[src/rtl/crypto1_pkg.sv]
// +--------------------------------------------------------------------+
// | crypto1_pkg : shared types and constants for the Crypto1 scheduler |
// | Rev 1.0                                                            |
// +--------------------------------------------------------------------+
`default_nettype none

package crypto1_pkg;

   localparam int KEY_W = 48;
   localparam int NJOBS = 256;

   typedef struct packed {
      logic [3:0] eidx;
      logic [3:0] oidx;
   } job_idx_t;

   typedef enum logic [1:0] {
      IDLE     = 2'd0,
      DISPATCH = 2'd1,
      DRAIN    = 2'd2
   } sched_state_t;

endpackage

`default_nettype wire

[src/rtl/crypto1_key_fifo.sv]
// +--------------------------------------------------------------------+
// | crypto1_key_fifo : first-word-fall-through candidate key FIFO      |
// | Rev 1.0                                                            |
// +--------------------------------------------------------------------+
`default_nettype none

module crypto1_key_fifo #(
   parameter int DEPTH = 8,
   parameter int W     = 48,
   localparam int AW   = $clog2(DEPTH)
) (
   input  logic         clk,
   input  logic         rst,
   input  logic         push,
   input  logic [W-1:0] din,
   input  logic         pop,
   output logic [W-1:0] dout,
   output logic         not_empty,
   output logic         full
);

   logic [W-1:0]  mem [DEPTH];
   logic [AW-1:0] wr_ptr;
   logic [AW-1:0] rd_ptr;
   logic [AW:0]   count;
   logic          do_push;
   logic          do_pop;

   assign not_empty = (count != '0);
   assign full      = (count == (AW+1)'(DEPTH));
   assign do_pop    = pop && not_empty;
   assign do_push   = push && (!full || do_pop);
   assign dout      = not_empty ? mem[rd_ptr] : '0;

   always_ff @(posedge clk) begin
      if (do_push) begin
         mem[wr_ptr] <= din;
      end
   end

   always_ff @(posedge clk) begin
      if (rst) begin
         wr_ptr <= '0;
         rd_ptr <= '0;
         count  <= '0;
      end else begin
         if (do_push) wr_ptr <= wr_ptr + 1'b1;
         if (do_pop)  rd_ptr <= rd_ptr + 1'b1;
         case ({do_push, do_pop})
            2'b10:   count <= count + 1'b1;
            2'b01:   count <= count - 1'b1;
            default: count <= count;
         endcase
      end
   end

endmodule

`default_nettype wire

[src/rtl/rr_arbiter.sv]
// +--------------------------------------------------------------------+
// | rr_arbiter : round-robin picker, first request at/after pointer    |
// | Rev 1.0                                                            |
// +--------------------------------------------------------------------+
`default_nettype none

module rr_arbiter #(
   parameter int N = 4,
   localparam int IW = (N > 1) ? $clog2(N) : 1
) (
   input  logic          clk,
   input  logic          rst,
   input  logic [N-1:0]  req,
   input  logic          adv,
   output logic [IW-1:0] idx,
   output logic          any
);

   logic [IW-1:0] ptr;

   always_comb begin
      int pos;
      pos = 0;
      any = 1'b0;
      idx = '0;
      for (int k = 0; k < N; k++) begin
         pos = (int'(ptr) + k) % N;
         if (!any && req[IW'(pos)]) begin
            any = 1'b1;
            idx = IW'(pos);
         end
      end
   end

   // Pointer only moves when the caller actually consumes the pick.
   always_ff @(posedge clk) begin
      if (rst) begin
         ptr <= '0;
      end else if (adv && any) begin
         ptr <= (idx == IW'(N - 1)) ? '0 : idx + 1'b1;
      end
   end

endmodule

`default_nettype wire

[src/rtl/crypto1_attack_sched.sv]
// +--------------------------------------------------------------------+
// | crypto1_attack_sched : job dispatcher and candidate-key collector  |
// | Rev 1.0                                                            |
// +--------------------------------------------------------------------+
`default_nettype none

module crypto1_attack_sched
   import crypto1_pkg::*;
#(
   parameter int NCORES     = 16,
   parameter int FIFO_DEPTH = 8,
   parameter int KEY_W      = crypto1_pkg::KEY_W
) (
   input  logic                    CLK,
   input  logic                    RESET,
   input  logic                    START,
   input  logic [KEY_W-1:0]        BITSTREAM_IN,
   output logic [KEY_W-1:0]        BITSTREAM,
   output logic [NCORES-1:0]       JOB_GNT,
   output logic [7:0]              JOB_IDX,
   input  logic [NCORES-1:0]       CORE_IDLE,
   input  logic [NCORES-1:0]       CAND_VALID,
   input  logic [NCORES*KEY_W-1:0] CAND_KEY,
   output logic [NCORES-1:0]       CAND_ACK,
   output logic                    KEY_VALID,
   output logic [KEY_W-1:0]        KEY,
   input  logic                    KEY_READY,
   output logic                    BUSY,
   output logic                    DONE,
   output logic [15:0]             CAND_COUNT
);

   localparam int IW = (NCORES > 1) ? $clog2(NCORES) : 1;

   sched_state_t      state;
   sched_state_t      state_nx;
   logic [8:0]        job_cnt;
   job_idx_t          job;
   logic [NCORES-1:0] pend;
   logic [NCORES-1:0] ack_r;
   logic              latch_start;
   logic              disp_en;
   logic              coll_en;
   logic              drain_done;
   logic [NCORES-1:0] disp_req;
   logic [NCORES-1:0] coll_req;
   logic [IW-1:0]     disp_idx;
   logic [IW-1:0]     coll_idx;
   logic              disp_any;
   logic              coll_any;
   logic              fifo_full;
   logic              pop;
   logic              push;
   logic [KEY_W-1:0]  push_key;

   assign job      = job_cnt[7:0];
   assign JOB_GNT  = pend;
   assign CAND_ACK = ack_r;
   assign BUSY     = (state != IDLE);

   // pend and ack_r hide a core's stale IDLE/VALID during the cycle it sees its grant/ack.
   assign disp_req = disp_en ? (CORE_IDLE & ~pend) : '0;
   assign coll_req = coll_en ? (CAND_VALID & ~ack_r) : '0;
   assign pop      = KEY_READY && KEY_VALID;
   assign push     = coll_any && (!fifo_full || pop);
   assign push_key = CAND_KEY[32'(coll_idx) * KEY_W +: KEY_W];

   always_ff @(posedge CLK) begin
      if (RESET) state <= IDLE;
      else       state <= state_nx;
   end

   always_comb begin
      state_nx    = state;
      latch_start = 1'b0;
      disp_en     = 1'b0;
      coll_en     = 1'b0;
      drain_done  = 1'b0;
      case (state)
         IDLE: begin
            if (START) begin
               latch_start = 1'b1;
               state_nx    = DISPATCH;
            end
         end
         DISPATCH: begin
            coll_en = 1'b1;
            if (job_cnt == 9'(NJOBS)) state_nx = DRAIN;
            else                      disp_en  = 1'b1;
         end
         DRAIN: begin
            coll_en = 1'b1;
            if ((&CORE_IDLE) && (pend == '0) && (CAND_VALID == '0)) begin
               drain_done = 1'b1;
               state_nx   = IDLE;
            end
         end
         default: state_nx = IDLE;
      endcase
   end

   always_ff @(posedge CLK) begin
      if (RESET) begin
         job_cnt    <= '0;
         pend       <= '0;
         ack_r      <= '0;
         BITSTREAM  <= '0;
         JOB_IDX    <= '0;
         DONE       <= 1'b0;
         CAND_COUNT <= '0;
      end else begin
         DONE  <= drain_done;
         pend  <= '0;
         ack_r <= '0;
         if (latch_start) begin
            BITSTREAM  <= BITSTREAM_IN;
            job_cnt    <= '0;
            CAND_COUNT <= '0;
         end
         if (disp_any) begin
            pend[disp_idx] <= 1'b1;
            JOB_IDX        <= job;
            job_cnt        <= job_cnt + 1'b1;
         end
         if (push) begin
            ack_r[coll_idx] <= 1'b1;
            if (CAND_COUNT != 16'hFFFF) CAND_COUNT <= CAND_COUNT + 1'b1;
         end
      end
   end

   rr_arbiter #(.N(NCORES)) u_disp_arb (
      .clk (CLK),
      .rst (RESET),
      .req (disp_req),
      .adv (1'b1),
      .idx (disp_idx),
      .any (disp_any)
   );

   rr_arbiter #(.N(NCORES)) u_coll_arb (
      .clk (CLK),
      .rst (RESET),
      .req (coll_req),
      .adv (push),
      .idx (coll_idx),
      .any (coll_any)
   );

   crypto1_key_fifo #(.DEPTH(FIFO_DEPTH), .W(KEY_W)) u_key_fifo (
      .clk       (CLK),
      .rst       (RESET),
      .push      (push),
      .din       (push_key),
      .pop       (pop),
      .dout      (KEY),
      .not_empty (KEY_VALID),
      .full      (fifo_full)
   );

endmodule

`default_nettype wire
[config.mk]
export PLATFORM = sky130hd
export DESIGN_NAME = crypto1_attack_sched
export DESIGN_NICKNAME = d
export VERILOG_FILES = /design/src/rtl/crypto1_pkg.sv /design/src/rtl/crypto1_key_fifo.sv /design/src/rtl/rr_arbiter.sv /design/src/rtl/crypto1_attack_sched.sv
export SDC_FILE = /design/constraint.sdc
export NUM_CORES = 1
export LEC_CHECK = 0
export BUFFER_PORTS_ARGS = -buffer_cell sky130_fd_sc_hd__buf_2
export CORE_AREA = 10 10 379 381
export CTS_CLUSTER_DIAMETER = 80
export DETAILED_ROUTE_END_ITERATION = 10
export DIE_AREA = 0 0 389 391
export HOLD_SLACK_MARGIN = 0.15
export PLACE_DENSITY = 0.53
export SYNTH_ARGS = -nofsm -noshare
export SYNTH_HDL_FRONTEND = slang
export SYNTH_HIERARCHICAL = 1
export SYNTH_SLANG_ARGS = --single-unit
[constraint.sdc]
create_clock -name CLK -period 9.4 [get_ports CLK]
set_clock_uncertainty 0.2 [all_clocks]
set_input_delay 0 -clock CLK [delete_from_list [all_inputs] [get_ports CLK]]
set_output_delay 0 -clock CLK [all_outputs]
set_load 0.01 [all_outputs]
# Word-level counts from Yosys, hierarchy flattened
# Memories as Yosys holds them, arrays and structs flattened. A register that Yosys moved wholly into a read port is not among the register bits.
# Index checks and enable logic that the tools add are counted.
# W data, S select, Z words.
[word_totals]
in_bits = 852
regBits = 134
ram_bits = 384
wordCells = 383
mem_count = 1
[mem_list]
columns = ["name", "depth", "word_bits", "rd", "rd_clocked_by_memory_dff", "wr", "line", "rtl"]
rows = [
  ["u_key_fifo.mem", 8, 48, 1, 1, 1, "crypto1_key_fifo.sv:22", "logic [W-1:0] mem [DEPTH];"],
]
[classes]
n_bitwise = 7
order_cmp = 36
muxes = 189
n_shift = 1
n_addsub = 38
multipliers = 1
reduce_logical = 85
eq_ne = 12
[op_table]
columns = ["op", "count"]
rows = [
  ["$shiftx A768 B11 Y48", 1],
  ["$lt A4 B6 Y1 const B", 32],
  ["$mux W4", 34],
  ["$bmux W1 S4", 32],
  ["$mux W1", 106],
  ["$mux W16", 5],
  ["$add A4 B4 Y4 const B", 16],
  ["$mux W48", 1],
  ["$logic_and A1 B1 Y1", 39],
  ["$add A4 B3 Y4 const B", 8],
  ["$and A16 B16 Y16", 2],
  ["$logic_not A16 Y1", 2],
  ["$not A16 Y16", 2],
  ["$logic_not A1 Y1", 31],
  ["$add A4 B1 Y4 const B", 5],
  ["$mux W9", 2],
  ["$add A16 B1 Y16 const B", 1],
  ["$add A4 B2 Y4 const B", 4],
  ["$ne A16 B16 Y1 const B", 1],
  ["$reduce_and A16 Y1", 1],
  ["$eq A4 B4 Y1 const B", 3],
  ["$lt A4 B5 Y1 const B", 2],
  ["$add A9 B1 Y9 const B", 1],
  ["$eq A9 B9 Y1 const B", 1],
  ["19 further kinds", 37],
]

# Logic depth before layout (Yosys ltp)
# Gate-level depths: netlist of the first run.
[depth]
depth_word = 57
depth_mapped = 26

# Hierarchy
# Netlist of the first run, hierarchy kept.
[modules_own_cells]
columns = ["module", "instances", "cells_per_inst", "seq_area_each_um2", "area_per_inst_um2"]
rows = [
  ["crypto1_key_fifo", 1, 694, 11791.3, 15369.7],
  ["crypto1_attack_sched", 1, 867, 2322.2, 10458.8],
  ["rr_arbiter at u_disp_arb", 1, 331, 80.1, 2700.1],
  ["rr_arbiter at u_coll_arb", 1, 310, 80.1, 2643.8],
]

# Least setup slack after synthesis of the first run
# Ideal clock, no wire load.
[synth_path]
path_type = "reg-to-reg"
from = "register state[0]"
to = "memory u_key_fifo.mem[0][0] (enable)"
synth_period_minus_slack_ns = 9.029
n_path_buf = 4
path_stages_with_launch = 21
setup_ns = 0.573
slack_ns = 0.371
t_arrival_ns = 8.257
t_required_ns = 8.627
cell_sequence = "dfxtp_1 inv_1 ha_1 clkbuf_1 clkbuf_1 nand2_1 nor2_1 mux2i_1 mux4_2 mux2i_2 inv_2 nand4_1 or3_1 clkbuf_1 nor2_1 nand3_1 o21ai_1 inv_1 buf_2 o21ai_4 nor4_1"
[synth_between]
elab_chain_len = 57
word_cells_on_any_way = 103
cone_classes = "eq/ne (2); mux (68); reduce/logical (33)"
[synth_lines]
columns = ["element", "line", "rtl"]
rows = [
  ["from (decl)", "crypto1_attack_sched.sv:35", "sched_state_t state;"],
  ["from (signal assigned)", "crypto1_attack_sched.sv:70", "else state <= state_nx;"],
  ["$eq A2 B2 Y1 / $eq A2 B1 Y1 (equally long branches)", "crypto1_attack_sched.sv:79", "case (state)"],
  ["$reduce_or A2 Y1 (no line) (*)", "--", ""],
  ["$mux W1 (*)", "crypto1_attack_sched.sv:79", ""],
  ["$mux W16 (*)", "crypto1_attack_sched.sv:63", "assign coll_req = coll_en ? (CAND_VALID & ~ack_r) : '0;"],
  ["named net coll_req[7]", "crypto1_attack_sched.sv:46", "logic [NCORES-1:0] coll_req;"],
  ["$bmux W1 S4", "rr_arbiter.sv:28", "if (!any && req[IW'(pos)]) begin"],
  ["$mux W1 (not written as such) (2 in series)", "rr_arbiter.sv:28", ""],
  ["$mux W1", "rr_arbiter.sv:28", ""],
  ["(+43 left out)", "--", ""],
  ["$logic_and A1 B1 Y1", "rr_arbiter.sv:28", ""],
  ["$mux W1 (*)", "rr_arbiter.sv:28", ""],
  ["named net coll_any", "crypto1_attack_sched.sv:50", "logic coll_any;"],
  ["$logic_and A1 B1 Y1 (*)", "crypto1_attack_sched.sv:65", "assign push = coll_any && (!fifo_full || pop);"],
  ["named net push", "crypto1_attack_sched.sv:53", "logic push;"],
  ["$logic_and A1 B1 Y1 (*)", "crypto1_key_fifo.sv:32", "assign do_push = push && (!full || do_pop);"],
  ["$mux W1 (*)", "crypto1_key_fifo.sv:36", "if (do_push) begin"],
  ["$mux W1 (not written as such) (*)", "crypto1_key_fifo.sv:37", "mem[wr_ptr] <= din;"],
  ["to (decl)", "crypto1_key_fifo.sv:22", ""],
]
# The timed path passes the listed nets; every way through them passes the cells marked *. The select of a mux whose other input is x is not followed.

# Worst setup path after layout of the first run
[layout_path]
from = "register u_coll_arb.ptr[0]"
to = "memory u_key_fifo.mem[6][0] (data pin)"
[layout_between]
elab_chain_len = 51
word_cells_on_any_way = 126
cone_classes = "add/sub (15); mul (1); shift (1); mux (79); reduce/logical (30)"
[layout_lines]
columns = ["element", "line", "rtl"]
rows = [
  ["from (decl)", "rr_arbiter.sv:19", "logic [IW-1:0] ptr;"],
  ["from (signal assigned)", "rr_arbiter.sv:40", "ptr <= (idx == IW'(N - 1)) ? '0 : idx + 1'b1;"],
  ["branches (longest 48 deep; another with $add A4 B1 Y4)", "--", ""],
  ["$mux W4 (*)", "rr_arbiter.sv:28", ""],
  ["named net coll_idx[0]", "crypto1_attack_sched.sv:48", "logic [IW-1:0] coll_idx;"],
  ["$mul A4 B2 Y6 (*)", "crypto1_attack_sched.sv:66", "assign push_key = CAND_KEY[32'(coll_idx) * KEY_W +: KEY_W];"],
  ["$shiftx A768 B11 Y48 (*)", "crypto1_attack_sched.sv:66", ""],
  ["named net push_key[0]", "crypto1_attack_sched.sv:54", "logic [KEY_W-1:0] push_key;"],
]
# Mark *: on every way through the listed nets, which the timed path passes. The select of a mux whose other input is x is not followed.

==> results of run 1 <==
-- metal layers --
metal | part of all wire | GRT usage
met3 | 0.11 | 0.0805
met4 | 0.028 | 0.0533
met1 | 0.39 | 0.253
met2 | 0.47 | 0.333
met5 | 0.0018 | 0
-- cells by family after synthesis --
| family | Yosys count | share of synthesized area |
|---|---|---|
| muxes | 522 | 0.320 |
| xor gates and xnor gates | 41 | 0.0127 |
| other | 1 | 0.000120 |
| DFF | 521 | 0.458 |
| AOI/OAI and AO/OA | 287 | 0.0649 |
| and+or+nand+nor | 604 | 0.0965 |
| buffers and inverters | 198 | 0.0368 |
| adders and majority gates | 28 | 0.0115 |
-- tightest hold or removal path, stage by stage (launching register included) --
cell and delay, ns:
sky130_fd_sc_hd__dfxtp_1 0.32, sky130_fd_sc_hd__nand2b_1 0.07, sky130_fd_sc_hd__a21oi_1 0.06
-- through the flow --
stage | util | cell area [µm²] | instances | setup slack (ns) | hold WS (ns)
after floorplan | - | 31200 | 2203 | 0.371 | -0.132
after global placement | 0.279 | 38000 | 4893 | 2.51 | 0.0396
after detailed placement | 0.279 | 38000 | 4893 | 2.49 | 0.0459
after CTS | 0.320 | 43600 | 5354 | 1.49 | 0.209
after global routing | 0.320 | 43600 | 5358 | 1.09 | 0.304
final | 0.320 | 43600 | 5368 | 1.52 | 0.284
-- cell usage after synthesis (all sizes together), types with 10 or more instances --
cell	n	area, µm²
a2111oi	10	114
a211o	11	96.3
a211oi	10	87.6
a21oi	96	484
and2	14	88.8
and3	14	87.6
buf	97	767
clkbuf	68	255
dfxtp	137	2740
edfxtp	384	11500
ha	27	338
inv	32	120
mux2	33	375
mux2i	123	1280
mux4	366	8300
nand2	174	656
nand2b	16	100
nand3	30	160
nand4	16	100
nor2	174	663
nor3	54	292
nor3b	25	188
nor4	16	136
o211ai	14	105
o21ai	33	184
or2	14	87.6
or3	16	110
xnor2	25	257
xor2	16	140
-- flip-flops by register name, summed over array words and instances (netlist names), 8 cells and up, named ones only --
signal and cells:
JOB_GNT 16, CAND_ACK 16, JOB_IDX 8, CAND_COUNT 16
u_key_fifo/mem 384, job_cnt 9, BITSTREAM 48
-- repair_timing --
action                                 4_1_cts  5_1_grt
hold buffers                               348        0
buffers inserted                             0        0
endpoints found under the hold margin      491        0
-- final timing paths --
check        cells after the start                        endpoint  slack (ns)                            from
max                             17  u_key_fifo/mem[6][0]$_DFFE_PP_        1.52  u_coll_arb/ptr[0]$_SDFFE_PP0P_
min                              2         JOB_IDX[2]$_SDFFE_PP0P_        0.28         JOB_IDX[2]$_SDFFE_PP0P_
max reg2reg                     17  u_key_fifo/mem[6][0]$_DFFE_PP_        1.52  u_coll_arb/ptr[0]$_SDFFE_PP0P_
min reg2reg                      2         JOB_IDX[2]$_SDFFE_PP0P_        0.28         JOB_IDX[2]$_SDFFE_PP0P_
-- layout make-up --
type | instances | area [µm²]
Antenna cell | 14 | 35.0
Clock buffer | 72 | 1600
Clock inverter | 41 | 480
Fill cell | 13600 | 92700
Inverter | 33 | 125
Multi-Input combinational cell | 1484 | 15800
Sequential cell | 521 | 14300
Tap cell | 1794 | 2240
Timing Repair Buffer | 1409 | 9020
==> results.rst, run 1 <==
.. list-table::
   :header-rows: 1

   * - Metric
     - Value
   * - Routed vias
     - 27200
   * - Remaining routing DRC violations
     - 0
   * - Detailed-route vias per instance
     - 5.06
   * - Deepest clock path buffer count
     - 3
   * - Arr. time, crit path
     - 8.06 ns
   * - Worst slew margin relative to its limit
     - 0.218
   * - Number of violations of the max-capacitance limit
     - 0
   * - Main flop type after synthesis
     - sky130_fd_sc_hd__edfxtp_1
   * - Portion of the post-synthesis area used by sequential elements
     - 0.458
   * - Top-level I/O count
     - 1007
   * - Mean post-synth cell area
     - 14.2 µm²
   * - Post-synth ARST share
     - 0
   * - Input/output buffers
     - 1006
   * - Clock slew at the register clock pins of the worst setup and hold paths
     - 0.06 ns
   * - Mapped cell area
     - 31200 µm²
   * - Final routed wire length divided by cell count
     - 30.7 µm
   * - Proportion of layout cells with a drive suffix above 1
     - 0.453
   * - Critical path fanouts, max
     - 56
   * - Clk root buf
     - sky130_fd_sc_hd__clkbuf_16
   * - Required time at the endpoint of the critical path
     - 9.57 ns
   * - Most frequent cells in the layout
     - 1006 x sky130_fd_sc_hd__buf_2, 384 x sky130_fd_sc_hd__edfxtp_1, 350 x sky130_fd_sc_hd__mux4_2, 348 x sky130_fd_sc_hd__dlygate4sd3_1, 172 x sky130_fd_sc_hd__nand2_1
   * - Placeable core area
     - 136000 µm²
   * - Post-route minimum period
     - 7.88 ns
   * - Vert. Die Dim
     - 391 µm
   * - Cell type of the slowest stage on the worst timing path
     - sky130_fd_sc_hd__ha_1
   * - Count of warnings emitted by yosys
     - 6
   * - Endpoints failing setup
     - 0
   * - Maximum number of pins on one net before global-route repair
     - 110
   * - Most frequent standard cell in the layout excluding fill and tap cells
     - sky130_fd_sc_hd__buf_2
   * - CTS tree
     - built
   * - Maximum single-stage delay on the critical path
     - 0.76 ns
   * - Transition time at the pin with the least slew margin
     - 1.17 ns
   * - Number of enable flip-flop cells after synthesis
     - 384
   * - Area of the die
     - 152000 µm²
   * - CTS H-Tree Depth
     - 2
   * - Unique cell type count in the Yosys netlist
     - 109
   * - Setup repair after global routing missed its margin
     - false
   * - Class of the most critical setup path
     - flip-flop to flip-flop
   * - Number of buffer and inverter instances along the worst setup path
     - 6
   * - Number of nets at the end of the flow
     - 4390
   * - Antenna violations before repair
     - 102
   * - Result of the run
     - finished clean
   * - Achievable Freq
     - 127 MHz
   * - DR iter-0 viols
     - 2355
   * - Fin. Hold Viols
     - 0
   * - First-pass GRT wire length
     - 222000 µm
   * - Number of global-route vias before repair
     - 27300
   * - Kind of cell with the highest combined delay on the critical path
     - buffers and inverters
   * - Number of resized instances in the post-cts repair step
     - 0
   * - Grt total ovfl
     - 0
   * - Instance count of the mapped netlist
     - 2202
   * - Area growth, synth to finish
     - 39.9%
   * - Clock latency on the worst-skew pair
     - 0.68 ns
   * - First-pass DRT Iterations
     - 5
   * - Starting density of the core
     - 0.229
   * - Clk sinks
     - 521
   * - Final worst path period share
     - 0.839
   * - Width of the chip
     - 389 µm
   * - Kind of start point of the critical path
     - flip-flop
   * - Final count of pins violating max slew
     - 0
   * - Yosys reg bits
     - 521
   * - Half-perimeter wire length after placement
     - 128000 µm
   * - Class of the worst hold path
     - flip-flop to flip-flop
   * - Endpoint type of the worst setup path
     - flip-flop
   * - TNS Setup
     - 0 ns
   * - Standard-cell rows
     - 136
   * - Critical path, cell by cell
     - buf_4 -> inv_1 -> ha_1 -> mux4_1 -> nor2_1 -> nor4_1 -> nor4_4 -> nand3_2 -> or3_1 -> o211ai_1 -> and2_4 -> buf_12 -> buf_4 -> mux4_2 -> dlygate4sd3_1 -> mux4_2 -> dlygate4sd3_1
   * - Routed wire length
     - 165000 µm
   * - Placer Congestion
     - 0.963
   * - TritonCTS buffer count
     - 61
   * - Total global routing track utilization
     - 0.205
   * - Post-DRT Antenna Nets
     - 0
Power of run 1 is left out: the tool's default activity adds up to more than one toggle a clock period on the data nets, which glitch-free logic cannot reach.
==> inputs of run 2 (changes only) <==
--- a/config.mk
+++ b/config.mk
@@ -11,7 +11,7 @@
 export DETAILED_ROUTE_END_ITERATION = 10
 export DIE_AREA = 0 0 389 391
 export HOLD_SLACK_MARGIN = 0.15
-export PLACE_DENSITY = 0.53
+export PLACE_DENSITY = 0.51
 export SYNTH_ARGS = -nofsm -noshare
 export SYNTH_HDL_FRONTEND = slang
 export SYNTH_HIERARCHICAL = 1
==> constraint.sdc (replaced) <==
create_clock -name CLK -period 7.9 [get_ports CLK]
set_clock_uncertainty 0.2 [all_clocks]
set_input_delay 0 -clock CLK [delete_from_list [all_inputs] [get_ports CLK]]
set_output_delay 0 -clock CLK [all_outputs]
set_load 0.01 [all_outputs]
==> run 2 against run 1 <==
Compared with the run above:
- design area up 0.59%
- critical path depth down 1
- critical path type unchanged
- final cell count up 0.39%
- routed wire length down 0.86%
- critical endpoint is now u_key_fifo/mem[0][17]$_DFFE_PP_
- flip-flop and latch count unchanged
- global-route usage about the same
- count of clock-buffer cells in the layout up 6
==> results.rst, run 2 (synthesis results as in run 1) <==
.. list-table::
   :header-rows: 1

   * - Metric
     - Value
   * - Endpoints failing setup
     - 0 (unchanged)
   * - Wire length the detailed router placed on met1
     - 65200 µm (+0.12%)
   * - Remaining routing DRC violations
     - 0 (unchanged)
   * - Highest metal layer with signal wires
     - met5
   * - Cell repeated most along the worst path
     - sky130_fd_sc_hd__mux4_2
   * - Critical path fanouts, max
     - 22 (-61%)
   * - Filler Cells Inserted
     - 13600 (-0.15%)
   * - Cell type of the slowest stage on the worst timing path
     - sky130_fd_sc_hd__ha_1
   * - Maximum single-stage delay on the critical path
     - 0.79 ns (+0.03 ns)
   * - Maximum number of pins on one net before global-route repair
     - 70 (-36%)
   * - Top-level I/O count
     - 1007 (unchanged)
   * - Clk sinks
     - 521 (unchanged)
   * - Achievable Freq
     - 133 MHz (+5.2%)
   * - TNS Setup
     - 0 ns (unchanged)
   * - CTS tree
     - built
   * - Number of global-route vias before repair
     - 27900 (+2.0%)
   * - Largest register FFs
     - 384 (unchanged)
   * - Met2 wire length
     - 76800 µm (-0.39%)
   * - Most frequent standard cell in the layout excluding fill and tap cells
     - sky130_fd_sc_hd__buf_2
   * - Width of the chip
     - 389 µm (unchanged)
   * - Final worst path period share
     - 0.948 (+0.110)
   * - Final routed wire length divided by cell count
     - 30.3 µm (-1.2%)
   * - Class of the worst hold path
     - input pin to flip-flop
   * - Area taken by flip-flops and latches
     - 14300 µm² (unchanged)
   * - Vert. Die Dim
     - 391 µm (unchanged)
   * - Routed wire length
     - 163000 µm (-0.86%)
   * - First-pass DRT Iterations
     - 5 (unchanged)
   * - First-pass GRT wire length
     - 222000 µm (+0.23%)
   * - Area growth, synth to finish
     - 40.7%
   * - Area of the die
     - 152000 µm² (unchanged)
   * - Half-perimeter wire length after placement
     - 128000 µm (-0.72%)
   * - Detailed-route vias per instance
     - 5.05 (-0.22%)
   * - Transition time at the pin with the least slew margin
     - 1.04 ns (-0.128 ns)
   * - Fin. Hold Viols
     - 0 (unchanged)
   * - Launching point of the worst reg2reg path
     - u_coll_arb/ptr[1]$_SDFFE_PP0P_
   * - Class of the most critical setup path
     - flip-flop to flip-flop
   * - Required time at the endpoint of the critical path
     - 8.02 ns (-1.55 ns)
   * - Kind of cell with the highest combined delay on the critical path
     - buffers and inverters
   * - Deepest clock path buffer count
     - 3 (unchanged)
   * - Detail Route met3 WL
     - 15100 µm (-15%)
   * - Worst slew margin relative to its limit
     - 0.306 (+0.0882)
   * - Total global routing track utilization
     - 0.205 (-0.000436)
   * - Grt total ovfl
     - 0 (unchanged)
   * - Number of violations of the max-capacitance limit
     - 0 (unchanged)
   * - Clk root buf
     - sky130_fd_sc_hd__clkbuf_16
   * - Number of nets at the end of the flow
     - 4406 (+0.36%)
   * - TritonCTS buffer count
     - 66 (+8.2%)
   * - DR iter-0 viols
     - 2476 (+5.1%)
   * - Kind of start point of the critical path
     - flip-flop
   * - Post-DRT Antenna Nets
     - 0 (unchanged)
   * - Multi-input combinational cell area
     - 15800 µm² (about the same)
   * - Worst Setup SP
     - u_coll_arb/ptr[1]$_SDFFE_PP0P_
   * - Routed vias
     - 27200 (+0.17%)
   * - Result of the run
     - finished clean
   * - Input/output buffers
     - 1006 (unchanged)
   * - Clock slew at the register clock pins of the worst setup and hold paths
     - 0.06 ns (about the same)
   * - Setup repair after global routing missed its margin
     - false
   * - Antenna violations before repair
     - 67 (-34%)
   * - Hold_sp
     - RESET
   * - CTS H-Tree Depth
     - 3 (+1)
   * - Endpoint type of the worst setup path
     - flip-flop
   * - Registers with the highest flip-flop counts
     - u_key_fifo/mem x384, BITSTREAM x48
   * - Placer Congestion
     - 0.994 (+3.2%)
   * - Final count of pins violating max slew
     - 0 (unchanged)
   * - Arr. time, crit path
     - 7.61 ns (-0.45 ns)
   * - Clock latency on the worst-skew pair
     - 0.65 ns (-0.03 ns)
   * - Number of buffer and inverter instances along the worst setup path
     - 5 (-1)
   * - Post-route minimum period
     - 7.49 ns (-0.391 ns)
   * - Starting density of the core
     - 0.229 (unchanged)
   * - Proportion of layout cells with a drive suffix above 1
     - 0.457 (+0.00469)
   * - Placeable core area
     - 136000 µm² (unchanged)
   * - Standard-cell rows
     - 136 (unchanged)
   * - Largest register by flop count
     - u_key_fifo/mem
   * - Critical path, cell by cell
     - inv_1 -> ha_1 -> mux4_2 -> o22ai_1 -> nor3_1 -> nor4_4 -> nand3_2 -> or3_1 -> o211ai_1 -> and2_4 -> buf_12 -> buf_4 -> mux4_2 -> dlygate4sd3_1 -> mux4_2 -> dlygate4sd3_1
   * - Most frequent cells in the layout
     - 1006 x sky130_fd_sc_hd__buf_2, 384 x sky130_fd_sc_hd__edfxtp_1, 350 x sky130_fd_sc_hd__mux4_2, 346 x sky130_fd_sc_hd__dlygate4sd3_1, 172 x sky130_fd_sc_hd__nand2_1
## run 2: cell types whose count changed in the layout (fill, tap and decap cells not counted), sizes merged
cell         before   now
clkinv           27    18
buf            1061  1074
clkinvlp          5     4
inv              35    45
dlygate4sd3     348   346
clkbuf           72    78
diode            14    19
bufinv            7     6
## run 2: worst reg2reg max path, delay by kind of cell (launching register included)
kind | cells | cell delay (ns)
DFF | 1 | 0.33
adders and majority gates | 1 | 0.80
AOI/OAI and AO/OA | 2 | 0.47
and+or+nand+nor | 5 | 1.58
buffers and inverters | 5 | 2.15
muxes | 3 | 1.66
## run 2: repair_timing
item	in CTS	in global routing
buffers inserted	0	0
endpoints found under the hold margin	481	0
resized for setup	0	1
endpoints found under the setup margin	0	32
hold buffers	346	0
## run 2: final cells by class
cell class,instances,area share
multi-input cells,1484,0.361
flip-flops and latches,521,0.326
repair buffers,1420,0.209
well taps,1794,0.0512
clock buffers,78,0.0398
clock inverters,40,0.00998
inverters,33,0.00285
diodes,19,0.00108
## run 2: final timing paths
path                                     end  slack (ns)  cells past startpoint
max          u_key_fifo/mem[0][17]$_DFFE_PP_        0.41                     16
min           u_disp_arb/ptr[1]$_SDFFE_PP0P_        0.22                      3
max reg2reg  u_key_fifo/mem[0][17]$_DFFE_PP_        0.41                     16
min reg2reg                        flip-flop        0.28                      2
## run 2: stage by stage
step | worst slack (ns) | utilization | cells | cell area (µm²) | hold slack [ns]
6_report | 0.408 | 0.322 | 5389 | 43900 | 0.225
3_5_place_dp | 1.56 | 0.280 | 4906 | 38200 | 0.0451
3_3_place_gp | 1.57 | 0.280 | 4906 | 38200 | 0.0395
4_1_cts | 0.397 | 0.321 | 5370 | 43800 | 0.174
2_1_floorplan | 0.143 | - | 2203 | 31200 | -0.132
5_1_grt | 0.0539 | 0.322 | 5380 | 43800 | 0.198
## run 2: layer usage
layer  vias to the layer above  global-route usage
met4                        24              0.0743
met2                      1558               0.332
met5                         -                   0
met1                     13700               0.255
met3                       292              0.0653
li1                      11600                   -
Power of run 2 is left out for the same reason.
